File: config.mk
export PLATFORM = sky130hd
export DESIGN_NAME = pipelined_alu_fu
export DESIGN_NICKNAME = d
export VERILOG_FILES = /design/src/rtl/fu_pkg.sv /design/src/rtl/fu_result_fifo.sv /design/src/rtl/pipelined_alu_fu.sv
export SDC_FILE = /design/constraint.sdc
export NUM_CORES = 1
export LEC_CHECK = 0
export BUFFER_PORTS_ARGS = -buffer_cell sky130_fd_sc_hd__buf_2
export CAP_MARGIN = 15
export CORE_UTILIZATION = 35
export CTS_CLUSTER_DIAMETER = 50
export CTS_CLUSTER_SIZE = 20
export DETAILED_ROUTE_END_ITERATION = 10
export GPL_TIMING_DRIVEN = 0
export PLACE_DENSITY_LB_ADDON = 0.08
export SYNTH_ARGS = -nofsm -noshare
export SYNTH_HDL_FRONTEND = slang
export SYNTH_SLANG_ARGS = --single-unit
File: constraint.sdc
create_clock -name clk -period 9.7 [get_ports clk]
set_clock_uncertainty 0.1 [all_clocks]
set_input_delay 0.485 -clock clk [delete_from_list [all_inputs] [get_ports clk]]
set_output_delay 0.485 -clock clk [all_outputs]
set_load 0.005 [all_outputs]
File: src/rtl/fu_pkg.sv
// Opcode encodings plus latency and result helpers for the pipelined ALU functional unit.
package fu_pkg;

  // fu_compute works on a 64-bit container, so the unit supports XLEN up to 64.
  localparam int unsigned FU_MAX_W = 64;

  typedef enum logic [3:0] {
    OP_NONE   = 4'b0000,
    OP_OR     = 4'b0001,
    OP_ADD    = 4'b0010,
    OP_XOR    = 4'b0011,
    OP_LUI    = 4'b0100,
    OP_SRA    = 4'b1011,
    OP_NONE_F = 4'b1111
  } alu_op_e;

  function automatic logic fu_is_legal(input logic [3:0] op);
    case (op)
      OP_NONE, OP_OR, OP_ADD, OP_XOR, OP_LUI, OP_SRA, OP_NONE_F: return 1'b1;
      default:                                                  return 1'b0;
    endcase
  endfunction

  function automatic logic [2:0] fu_latency(input logic [3:0] op);
    case (op)
      OP_ADD:  return 3'd2;
      OP_SRA:  return 3'd4;
      default: return 3'd1;
    endcase
  endfunction

  // lhs arrives sign-extended to FU_MAX_W so the arithmetic shift pulls in the right sign bit.
  function automatic logic [FU_MAX_W-1:0] fu_compute(input logic [3:0]          op,
                                                     input logic [FU_MAX_W-1:0] lhs,
                                                     input logic [FU_MAX_W-1:0] rhs,
                                                     input logic [5:0]          shamt);
    logic signed [FU_MAX_W-1:0] lhs_s;
    lhs_s = lhs;
    case (op)
      OP_OR:   return lhs | rhs;
      OP_ADD:  return lhs + rhs;
      OP_XOR:  return lhs ^ rhs;
      OP_LUI:  return rhs;
      OP_SRA:  return lhs_s >>> shamt;
      default: return '1;
    endcase
  endfunction

endpackage

File: src/rtl/fu_result_fifo.sv
// DEPTH-entry result FIFO; a push into a full FIFO is accepted when a pop happens in the same cycle.
module fu_result_fifo #(
  parameter int unsigned DEPTH = 4,
  parameter int unsigned W     = 8
) (
  input  logic         clk,
  input  logic         reset,
  input  logic         clear_i,
  input  logic         push_i,
  input  logic [W-1:0] data_i,
  input  logic         pop_i,
  output logic [W-1:0] data_o,
  output logic         full_o,
  output logic         empty_o
);

  localparam int unsigned PTR_W = (DEPTH > 1) ? $clog2(DEPTH) : 1;
  localparam int unsigned CNT_W = $clog2(DEPTH + 1);
  localparam logic [PTR_W-1:0] LAST     = PTR_W'(DEPTH - 1);
  localparam logic [CNT_W-1:0] FULL_CNT = CNT_W'(DEPTH);

  logic [W-1:0]     mem_q [DEPTH];
  logic [PTR_W-1:0] wr_q, wr_d, rd_q, rd_d;
  logic [CNT_W-1:0] cnt_q, cnt_d;
  logic             do_push, do_pop;

  assign empty_o = (cnt_q == '0);
  assign full_o  = (cnt_q == FULL_CNT);
  assign do_pop  = pop_i && !empty_o;
  assign do_push = push_i && (!full_o || do_pop);
  assign data_o  = mem_q[rd_q];

  always_comb begin
    wr_d  = wr_q;
    rd_d  = rd_q;
    cnt_d = cnt_q;
    if (clear_i) begin
      wr_d  = '0;
      rd_d  = '0;
      cnt_d = '0;
    end else begin
      if (do_push) wr_d = (wr_q == LAST) ? '0 : wr_q + PTR_W'(1);
      if (do_pop)  rd_d = (rd_q == LAST) ? '0 : rd_q + PTR_W'(1);
      case ({do_push, do_pop})
        2'b10:   cnt_d = cnt_q + CNT_W'(1);
        2'b01:   cnt_d = cnt_q - CNT_W'(1);
        default: cnt_d = cnt_q;
      endcase
    end
  end

  always_ff @(posedge clk or posedge reset) begin
    if (reset) begin
      wr_q  <= '0;
      rd_q  <= '0;
      cnt_q <= '0;
    end else begin
      wr_q  <= wr_d;
      rd_q  <= rd_d;
      cnt_q <= cnt_d;
    end
  end

  // Storage carries no reset; entries are only observed while counted as valid.
  always_ff @(posedge clk) begin
    if (do_push && !clear_i) mem_q[wr_q] <= data_i;
  end

endmodule

File: src/rtl/pipelined_alu_fu.sv
// Single-slot ALU functional unit with a result FIFO draining to the wakeup and LSQ buses.
// Optional flush port enabled by defining PIPELINED_ALU_FU_FLUSH_EN.
module pipelined_alu_fu
  import fu_pkg::*;
#(
  parameter int unsigned XLEN  = 32,
  parameter int unsigned TAG_W = 6,
  parameter int unsigned ROB_W = 6,
  parameter int unsigned DEPTH = 4
) (
  input  logic             clk,
  input  logic             reset,
  input  logic             in_valid,
  output logic             in_ready,
  input  logic [3:0]       in_alu_ctrl,
  input  logic             in_alu_src,
  input  logic             in_is_for_lsq,
  input  logic [XLEN-1:0]  in_imm,
  input  logic [XLEN-1:0]  in_rs1_value,
  input  logic [XLEN-1:0]  in_rs2_value,
  input  logic [TAG_W-1:0] in_tag,
  input  logic [ROB_W-1:0] in_rob,
  output logic             wk_valid,
  input  logic             wk_ready,
  output logic [TAG_W-1:0] wk_tag,
  output logic [ROB_W-1:0] wk_rob,
  output logic [XLEN-1:0]  wk_value,
  output logic             lsq_valid,
  input  logic             lsq_ready,
  output logic [ROB_W-1:0] lsq_rob,
  output logic [XLEN-1:0]  lsq_value,
`ifdef PIPELINED_ALU_FU_FLUSH_EN
  input  logic             flush,
`endif
  output logic             err
);

  localparam int unsigned SH_W  = $clog2(XLEN);
  localparam int unsigned PAY_W = TAG_W + ROB_W + 1 + XLEN;

  logic                    busy_q, busy_d;
  logic [2:0]              cnt_q, cnt_d;
  logic                    err_q, err_d;
  logic [3:0]              op_q, op_d;
  logic signed [XLEN-1:0]  lhs_q, lhs_d;
  logic [XLEN-1:0]         rhs_q, rhs_d;
  logic [TAG_W-1:0]        tag_q, tag_d;
  logic [ROB_W-1:0]        rob_q, rob_d;
  logic                    lsq_q, lsq_d;

  logic                    flush_w;
  logic [2:0]              lat;
  logic                    finishing, can_push, push, pop, accept;
  logic [XLEN-1:0]         result;
  logic [PAY_W-1:0]        push_data, head_data;
  logic                    fifo_full, fifo_empty;
  logic                    head_lsq;
  logic [TAG_W-1:0]        head_tag;
  logic [ROB_W-1:0]        head_rob;
  logic [XLEN-1:0]         head_value;

`ifdef PIPELINED_ALU_FU_FLUSH_EN
  assign flush_w = flush;
`else
  assign flush_w = 1'b0;
`endif

  assign lat       = fu_latency(op_q);
  assign finishing = busy_q && (cnt_q == lat - 3'd1);

  assign {head_tag, head_rob, head_lsq, head_value} = head_data;
  assign wk_valid  = !fifo_empty && !head_lsq;
  assign lsq_valid = !fifo_empty && head_lsq;
  assign pop       = (wk_valid && wk_ready) || (lsq_valid && lsq_ready);

  // A finishing op may retire into a full FIFO only when the head leaves in the same cycle.
  assign can_push = !fifo_full || pop;
  assign push     = finishing && can_push && !flush_w;
  assign in_ready = (!busy_q || push) && !flush_w;
  assign accept   = in_valid && in_ready;

  assign result    = XLEN'(fu_compute(op_q, FU_MAX_W'(lhs_q), FU_MAX_W'(rhs_q),
                                      6'(rhs_q[SH_W-1:0])));
  assign push_data = {tag_q, rob_q, lsq_q, result};

  always_comb begin
    busy_d = busy_q;
    cnt_d  = cnt_q;
    err_d  = err_q;
    op_d   = op_q;
    lhs_d  = lhs_q;
    rhs_d  = rhs_q;
    tag_d  = tag_q;
    rob_d  = rob_q;
    lsq_d  = lsq_q;
    if (flush_w) begin
      busy_d = 1'b0;
      cnt_d  = '0;
    end else if (accept) begin
      busy_d = 1'b1;
      cnt_d  = '0;
      op_d   = in_alu_ctrl;
      lhs_d  = in_rs1_value;
      // LUI always takes the immediate, whatever the source select says.
      rhs_d  = (in_alu_src || in_alu_ctrl == OP_LUI) ? in_imm : in_rs2_value;
      tag_d  = in_tag;
      rob_d  = in_rob;
      lsq_d  = in_is_for_lsq;
      if (!fu_is_legal(in_alu_ctrl)) err_d = 1'b1;
    end else if (push) begin
      busy_d = 1'b0;
      cnt_d  = '0;
    end else if (busy_q && !finishing) begin
      cnt_d  = cnt_q + 3'd1;
    end
  end

  always_ff @(posedge clk or posedge reset) begin
    if (reset) begin
      busy_q <= 1'b0;
      cnt_q  <= '0;
      err_q  <= 1'b0;
    end else begin
      busy_q <= busy_d;
      cnt_q  <= cnt_d;
      err_q  <= err_d;
    end
  end

  always_ff @(posedge clk) begin
    op_q  <= op_d;
    lhs_q <= lhs_d;
    rhs_q <= rhs_d;
    tag_q <= tag_d;
    rob_q <= rob_d;
    lsq_q <= lsq_d;
  end

  fu_result_fifo #(
    .DEPTH (DEPTH),
    .W     (PAY_W)
  ) u_fifo (
    .clk     (clk),
    .reset   (reset),
    .clear_i (flush_w),
    .push_i  (push),
    .data_i  (push_data),
    .pop_i   (pop),
    .data_o  (head_data),
    .full_o  (fifo_full),
    .empty_o (fifo_empty)
  );

  assign wk_tag    = wk_valid  ? head_tag   : '0;
  assign wk_rob    = wk_valid  ? head_rob   : '0;
  assign wk_value  = wk_valid  ? head_value : '0;
  assign lsq_rob   = lsq_valid ? head_rob   : '0;
  assign lsq_value = lsq_valid ? head_value : '0;
  assign err       = err_q;

endmodule
==> flow_metrics.py, run 1 <==
metrics = {
    "power_and_ir_drop": {
        "powerDensity_nw_per_um2": 257,
        "power.leakage_nw": 7.43,
        "peakVddDrop_v": 0.000145,
    },
    "synth": {
        "synth-edff-count": 261,
        "syn_nets": 1498,
        "avgSynthCellArea_um2": 12.1,
        "ys_ff_latch": 273,
        "async_flop_share": 0.0440,
        "yosysSeqAreaShare": 0.514,
        "yosys.area.top_type": "edfxtp_1",
        "synth_area_um2": 15800,
        "synth_cell_types": 79,
        "synth_flop_cell": "edfxtp_1",
        "ys_warn_count": 0,
        "synth_top_area_share": 0.495,
        "yosys-top-cells-count": "edfxtp_1 (261), nand2_1 (100), inv_1 (85), a21oi_1 (78), ha_1 (70)",
        "synthCells": 1307,
        "synth.most_common_cell": "edfxtp_1",
        "synth.area.top_cells": "edfxtp_1 (50%), mux4_2 (8.5%), ha_1 (5.5%), mux2_2 (2.8%), a21oi_1 (2.5%)",
    },
    "drt": {
        "initialDrtViolationCount": 713,
        "vias": 11756,
        "drt.antenna.violating_nets": 0,
        "route.detailed.drc": 0,
        "drt-pass1-iter-count": 5,
        "wl_per_cell_um": 21.9,
        "wirelength_um": 48500,
        "viasPerCell": 5.30,
    },
    "worst_hold_path": {
        "hold_path_class": "input port to flop",
    },
    "global_route": {
        "grt_usage": 0.209,
        "overflow": 0,
        "grt_max_degree": 65,
        "grt_pass1_vias": 11669,
        "antenna_found_initial": 0,
        "grt_pass1_wl_um": 73000,
    },
    "floorplanning": {
        "dieArea_um2": 46100,
        "ios": 205,
        "coreArea_um2": 44400,
        "start_util": 0.356,
        "die_w_um": 215,
        "row_count": 77,
        "die_y_um": 215,
    },
    "clock_network": {
        "cts_resized": 0,
        "cts.sinks": 273,
        "cts_tree": "done",
        "clk_latency_ps": 590,
        "clk_pin_slew_worst_paths_ps": 70,
        "cts_made_buffers": 31,
        "cts_setup_buffers": 0,
        "htreeDepth": 1,
        "clk_path_buf_depth": 3,
        "hold_buffers": 50,
        "cts_root_buf": "clkbuf_16",
    },
    "cells_and_area": {
        "stdcell_count": 2217,
        "syn_to_final_growth_pct": 22.2,
        "diodes": 0,
        "drive_above_1_share": 0.260,
        "finish.instance_area_um2": 19300,
        "nFillCells": 4242,
        "postLayoutCoreUtil": 0.435,
        "nets": 1791,
    },
    "placement": {
        "gp_congestion": 0.964,
        "numPortBuffers": 204,
        "dp.cells": 2109,
        "post_dp_cell_area_um2": 17700,
        "dp_hpwl_um": 37600,
    },
    "timing": {
        "setup-tns-final_ps": 0,
        "period_share": 0.454,
        "rsz0062_at_grt": "false",
        "post-route-min-period_ps": 4410,
        "slew_violations": 0,
        "hold_slack_ps": 45.2,
        "setup_viol_count_final": 0,
        "relSlewSlack": 0.336,
        "max_freq_ghz": 0.227,
        "final_hold_viol_count": 0,
        "tightest_slew_ps": 992,
    },
    "run_status": {
        "status": "finished, final reports clean",
    },
    "setup_path": {
        "crit_arrival_ps": 4620,
        "critPathMaxStageDelay_ps": 500,
        "cp_max_fo": 10,
        "endpoint_kind": "flop",
        "critPathKind": "flop to flop",
        "cp.required_ps": 9910,
        "critPathLaunchType": "flop",
        "slowest_stage": "clkbuf_1",
        "cpLargestDelayFamily": "compound AO/OA/AOI/OAI gates",
        "path_buf_inv": 3,
        "path_cells": "clkbuf_1, inv_1, clkbuf_1, ha_1, o211ai_1, o21bai_1, o211ai_1, nand3_1, a31oi_1, xor2_1, o21ai_0",
    },
    "job": {
        "maxCapViolCount": 0,
    },
}
==> path summary, 6_finish.rpt <==
kind / start / to / slack [ps] / cells past startpoint
worst min register to register: err / err / 370 / 1
worst min-delay path: in_valid / cnt_q[0] / 50 / 2
worst max register to register: rhs_q[2] / u_fifo.mem_q[0][27] / 5290 / 11
max in group asynchronous: reset / cnt_q[1] / 8760 / 3
worst max-delay path: rhs_q[2] / u_fifo.mem_q[0][27] / 5290 / 11
min in group asynchronous: reset / u_fifo.cnt_q[0] / 380 / 3
==> routing by layer <==
metal  routed length [um]  part of all wire  global-route usage  vias to the layer above
li1                     -                 -                   -                     5532
met1                21600              0.45               0.280                     5772
met2                23000              0.47               0.349                      365
met3                 2250             0.046              0.0248                       87
met4                 1620             0.033              0.0724                        0
met5                    0                 0                   0                        -
==> cell type report <==
class	instances	area (um2)	area share
clock buffer	31	776	0.0401
buffer	85	385	0.0199
timing repair buffer	260	1640	0.0846
clock inverter	27	354	0.0183
sequential	273	8140	0.421
inverter	88	330	0.0171
tap	592	741	0.0383
multi-input combinational	861	6980	0.361
==> cells by family (layout without fill, tap and decap cells) <==
logic type               count (synthesis)  in the layout  synth area share
AND/OR/NAND/NOR                        336            336             0.109
flip-flops                             273            273             0.514
buffers and inverters                  173            491            0.0452
adder cells (fa/ha/maj)                 72             72            0.0579
AO/OA/AOI/OAI                          299            299             0.128
XOR/XNOR                                22             22            0.0122
multiplexers                           132            132             0.134
==> placed cells by master (no fill, tap or decap), drive strengths merged, types with 57 or more instances in the layout <==
cell type and count:
a21oi 80, o21ai 59, inv 100, buf 241, ha 70, clkbuf 85, edfxtp 261, nand2 100
nor2 57, mux4 60
==> power breakdown <==
group | internal (W) | switching (W)
clock network | 0.000685 | 0.000567
logic | 0.000871 | 0.00116
registers | 0.00159 | 0.0000986
==> registers in the layout, summed over array words and instances (netlist names), 3 cells and up <==
register / count
cnt_q: 3
tag_q: 6
lhs_q: 32
op_q: 4
u_fifo.mem_q: 180
rhs_q: 32
rob_q: 6
u_fifo.cnt_q: 3
==> stage by stage <==
stage | power (W) | setup WS (ps)
after global placement | 0.00373 | 3890
final | 0.00497 | 5290
after CTS | 0.00503 | 5360
after detailed placement | 0.00376 | 5380
after floorplan | 0.00294 | 5600
after global routing | 0.00526 | 5100
No activity file was read; power rests on OpenSTA's default activity.
==> inputs of run 2 (changes only) <==
clock period = 4.35 ns   (was 9.7 ns; I/O delays follow)
==> run 2 against run 1 <==
Effect of this change:
- sequential power is 120% higher
- non-clock buffer count is 70 higher
- wire length is 1.7% higher
- critical path depth is 1 lower
- largest power group unchanged
- flip-flop and latch count stayed put
- worst hold slack better by 65 ps
- power is 120% higher
- critical path type unchanged
- clock power is 120% higher
- via count is 3.2% higher
==> flow_metrics.py, run 2 (synthesis results as in run 1) <==
metrics = {
    "run_status": {
        "status": "finished, final reports clean",
    },
    "floorplanning": {
        "start_util": 0.356,
        "die_w_um": 215,
        "coreArea_um2": 44400,
        "die_y_um": 215,
        "ios": 205,
        "dieArea_um2": 46100,
        "row_count": 77,
    },
    "timing": {
        "hold_slack_ps": 110,
        "slew_violations": 0,
        "setup_viol_count_final": 0,
        "relSlewSlack": 0.344,
        "max_freq_ghz": 0.235,
        "period_share": 0.977,
        "rsz0062_at_grt": "false",
        "fin_ws_ps": 102,
        "tightest_slew_ps": 980,
        "setup-tns-final_ps": 0,
        "post-route-min-period_ps": 4250,
        "final_hold_viol_count": 0,
    },
    "drt": {
        "initialDrtViolationCount": 688,
        "wl_per_cell_um": 21.6,
        "route.detailed.drc": 0,
        "vias": 12132,
        "drt.antenna.violating_nets": 0,
        "wirelength_um": 49300,
        "drt-pass1-iter-count": 5,
        "viasPerCell": 5.30,
    },
    "placement": {
        "dp_hpwl_um": 37600,
        "dp.cells": 2109,
        "numPortBuffers": 204,
        "gp_congestion": 0.964,
        "dpl_worst_slack_ps": 31.0,
    },
    "cells_and_area": {
        "multiInputGateArea_um2": 6990,
        "largest_reg_flops": 180,
        "syn_to_final_growth_pct": 26.7,
        "mostFrequentLayoutCells": "edfxtp_1 (261), buf_2 (224), dlygate4sd3_1 (115)",
        "drive_above_1_share": 0.255,
        "seqCellArea_um2": 8140,
        "stdcell_count": 2287,
        "nets": 1861,
        "layout_commonest_cell": "edfxtp_1",
        "diodes": 0,
        "top_register": "u_fifo.mem_q",
        "nFillCells": 4178,
        "reg.largest.list": "u_fifo.mem_q x180, lhs_q x32, rhs_q x32",
    },
    "power_and_ir_drop": {
        "switchingPower_w": 0.00409,
        "pwr-share-seq": 0.337,
        "sw_frac_of_total": 0.366,
        "clockPowerShare": 0.250,
        "power.leakage_nw": 7.73,
        "powerDensity_nw_per_um2": 556,
        "comb_power_share": 0.413,
        "p_int_w": 0.00707,
        "peakVddDrop_v": 0.000325,
    },
    "global_route": {
        "antenna_found_initial": 0,
        "grt_pass1_wl_um": 74400,
        "overflow": 0,
        "grt_pass1_vias": 12007,
        "grt_max_degree": 65,
        "grt_usage": 0.212,
    },
    "clock_network": {
        "clk_path_buf_depth": 3,
        "cts.sinks": 273,
        "htreeDepth": 1,
        "cts_made_buffers": 31,
        "clk_pin_slew_worst_paths_ps": 70,
        "clk_latency_ps": 600,
        "cts_root_buf": "clkbuf_16",
        "cts_tree": "done",
    },
    "setup_path": {
        "crit_top_cell": "o211ai_1",
        "cp_max_fo": 10,
        "slowest_stage": "buf_1",
        "critPathKind": "flop to flop",
        "path_buf_inv": 2,
        "cpLargestDelayFamily": "compound AO/OA/AOI/OAI gates",
        "path_cells": "inv_2, buf_1, ha_1, o211ai_1, o21bai_1, o211ai_1, nand3_1, a31oi_1, xor2_1, o21ai_0",
        "critPathMaxStageDelay_ps": 550,
        "endpoint_kind": "flop",
        "cp.required_ps": 4560,
        "critPathLaunchType": "flop",
        "crit_arrival_ps": 4460,
    },
    "worst_hold_path": {
        "hold_path_class": "input port to async pin",
    },
    "job": {
        "maxCapViolCount": 0,
    },
}
[run 2: path summary, 6_finish.rpt]
path | start | end | slack (ps) | cells past startpoint
worst max-delay path | rhs_q[3] | u_fifo.mem_q[0][27] | 100 | 10
worst min-delay path | reset | u_fifo.cnt_q[0] | 110 | 3
worst max register to register | rhs_q[3] | u_fifo.mem_q[0][27] | 100 | 10
worst min register to register | err | err | 370 | 1
max in group asynchronous | reset | cnt_q[1] | 3680 | 3
min in group clk | wk_ready | u_fifo.rd_q[1] | 180 | 4
[run 2: per-layer routing]
layer | track usage | vias up | part of all wire
li1 | - | 5668 | -
met1 | 0.282 | 5986 | 0.44
met2 | 0.359 | 392 | 0.48
met3 | 0.0247 | 86 | 0.048
met4 | 0.0733 | 0 | 0.033
met5 | 0 | - | 0
[run 2: what timing repair did]
action | CTS | global route
hold endpoints to repair | 98 | 0
buffers inserted | 0 | 7
hold buffers | 115 | 0
endpoints found under the setup margin | 0 | 16
resized for setup | 0 | 3
[run 2: worst register-to-register path, cell delays in order (launching register included)]
cell and delay [ps]:
edfxtp_1 540, inv_2 250, buf_1 550, ha_1 420, o211ai_1 110, o21bai_1 220, o211ai_1 470, nand3_1 200
a31oi_1 470, xor2_1 120, o21ai_0 520
[run 2: layout make-up]
type	instances	share of cell area
well taps	592	0.0369
inverters	88	0.0167
clock buffers	31	0.0387
multi-input cells	861	0.349
plain buffers	83	0.0188
repair buffers	332	0.117
clock inverters	27	0.0177
flip-flops and latches	273	0.406
[run 2: power by group through the flow]
stage / Sequential, W / Combinational (W) / Clock [W]
2_1_floorplan: 0.00374 / 0.00282 / 0
3_3_place_gp: 0.00385 / 0.00446 / 0
3_5_place_dp: 0.00382 / 0.00456 / 0
4_1_cts: 0.00376 / 0.00466 / 0.00286
5_1_grt: 0.00381 / 0.00504 / 0.00296
6_report: 0.00376 / 0.00460 / 0.00279
[run 2: stage by stage]
stage	total power, W	util	area, um2
after floorplan	0.00656	-	15800
after global placement	0.00831	0.396	17600
after detailed placement	0.00838	0.399	17700
after CTS	0.0113	0.450	20000
after global routing	0.0118	0.451	20000
final	0.0112	0.451	20000
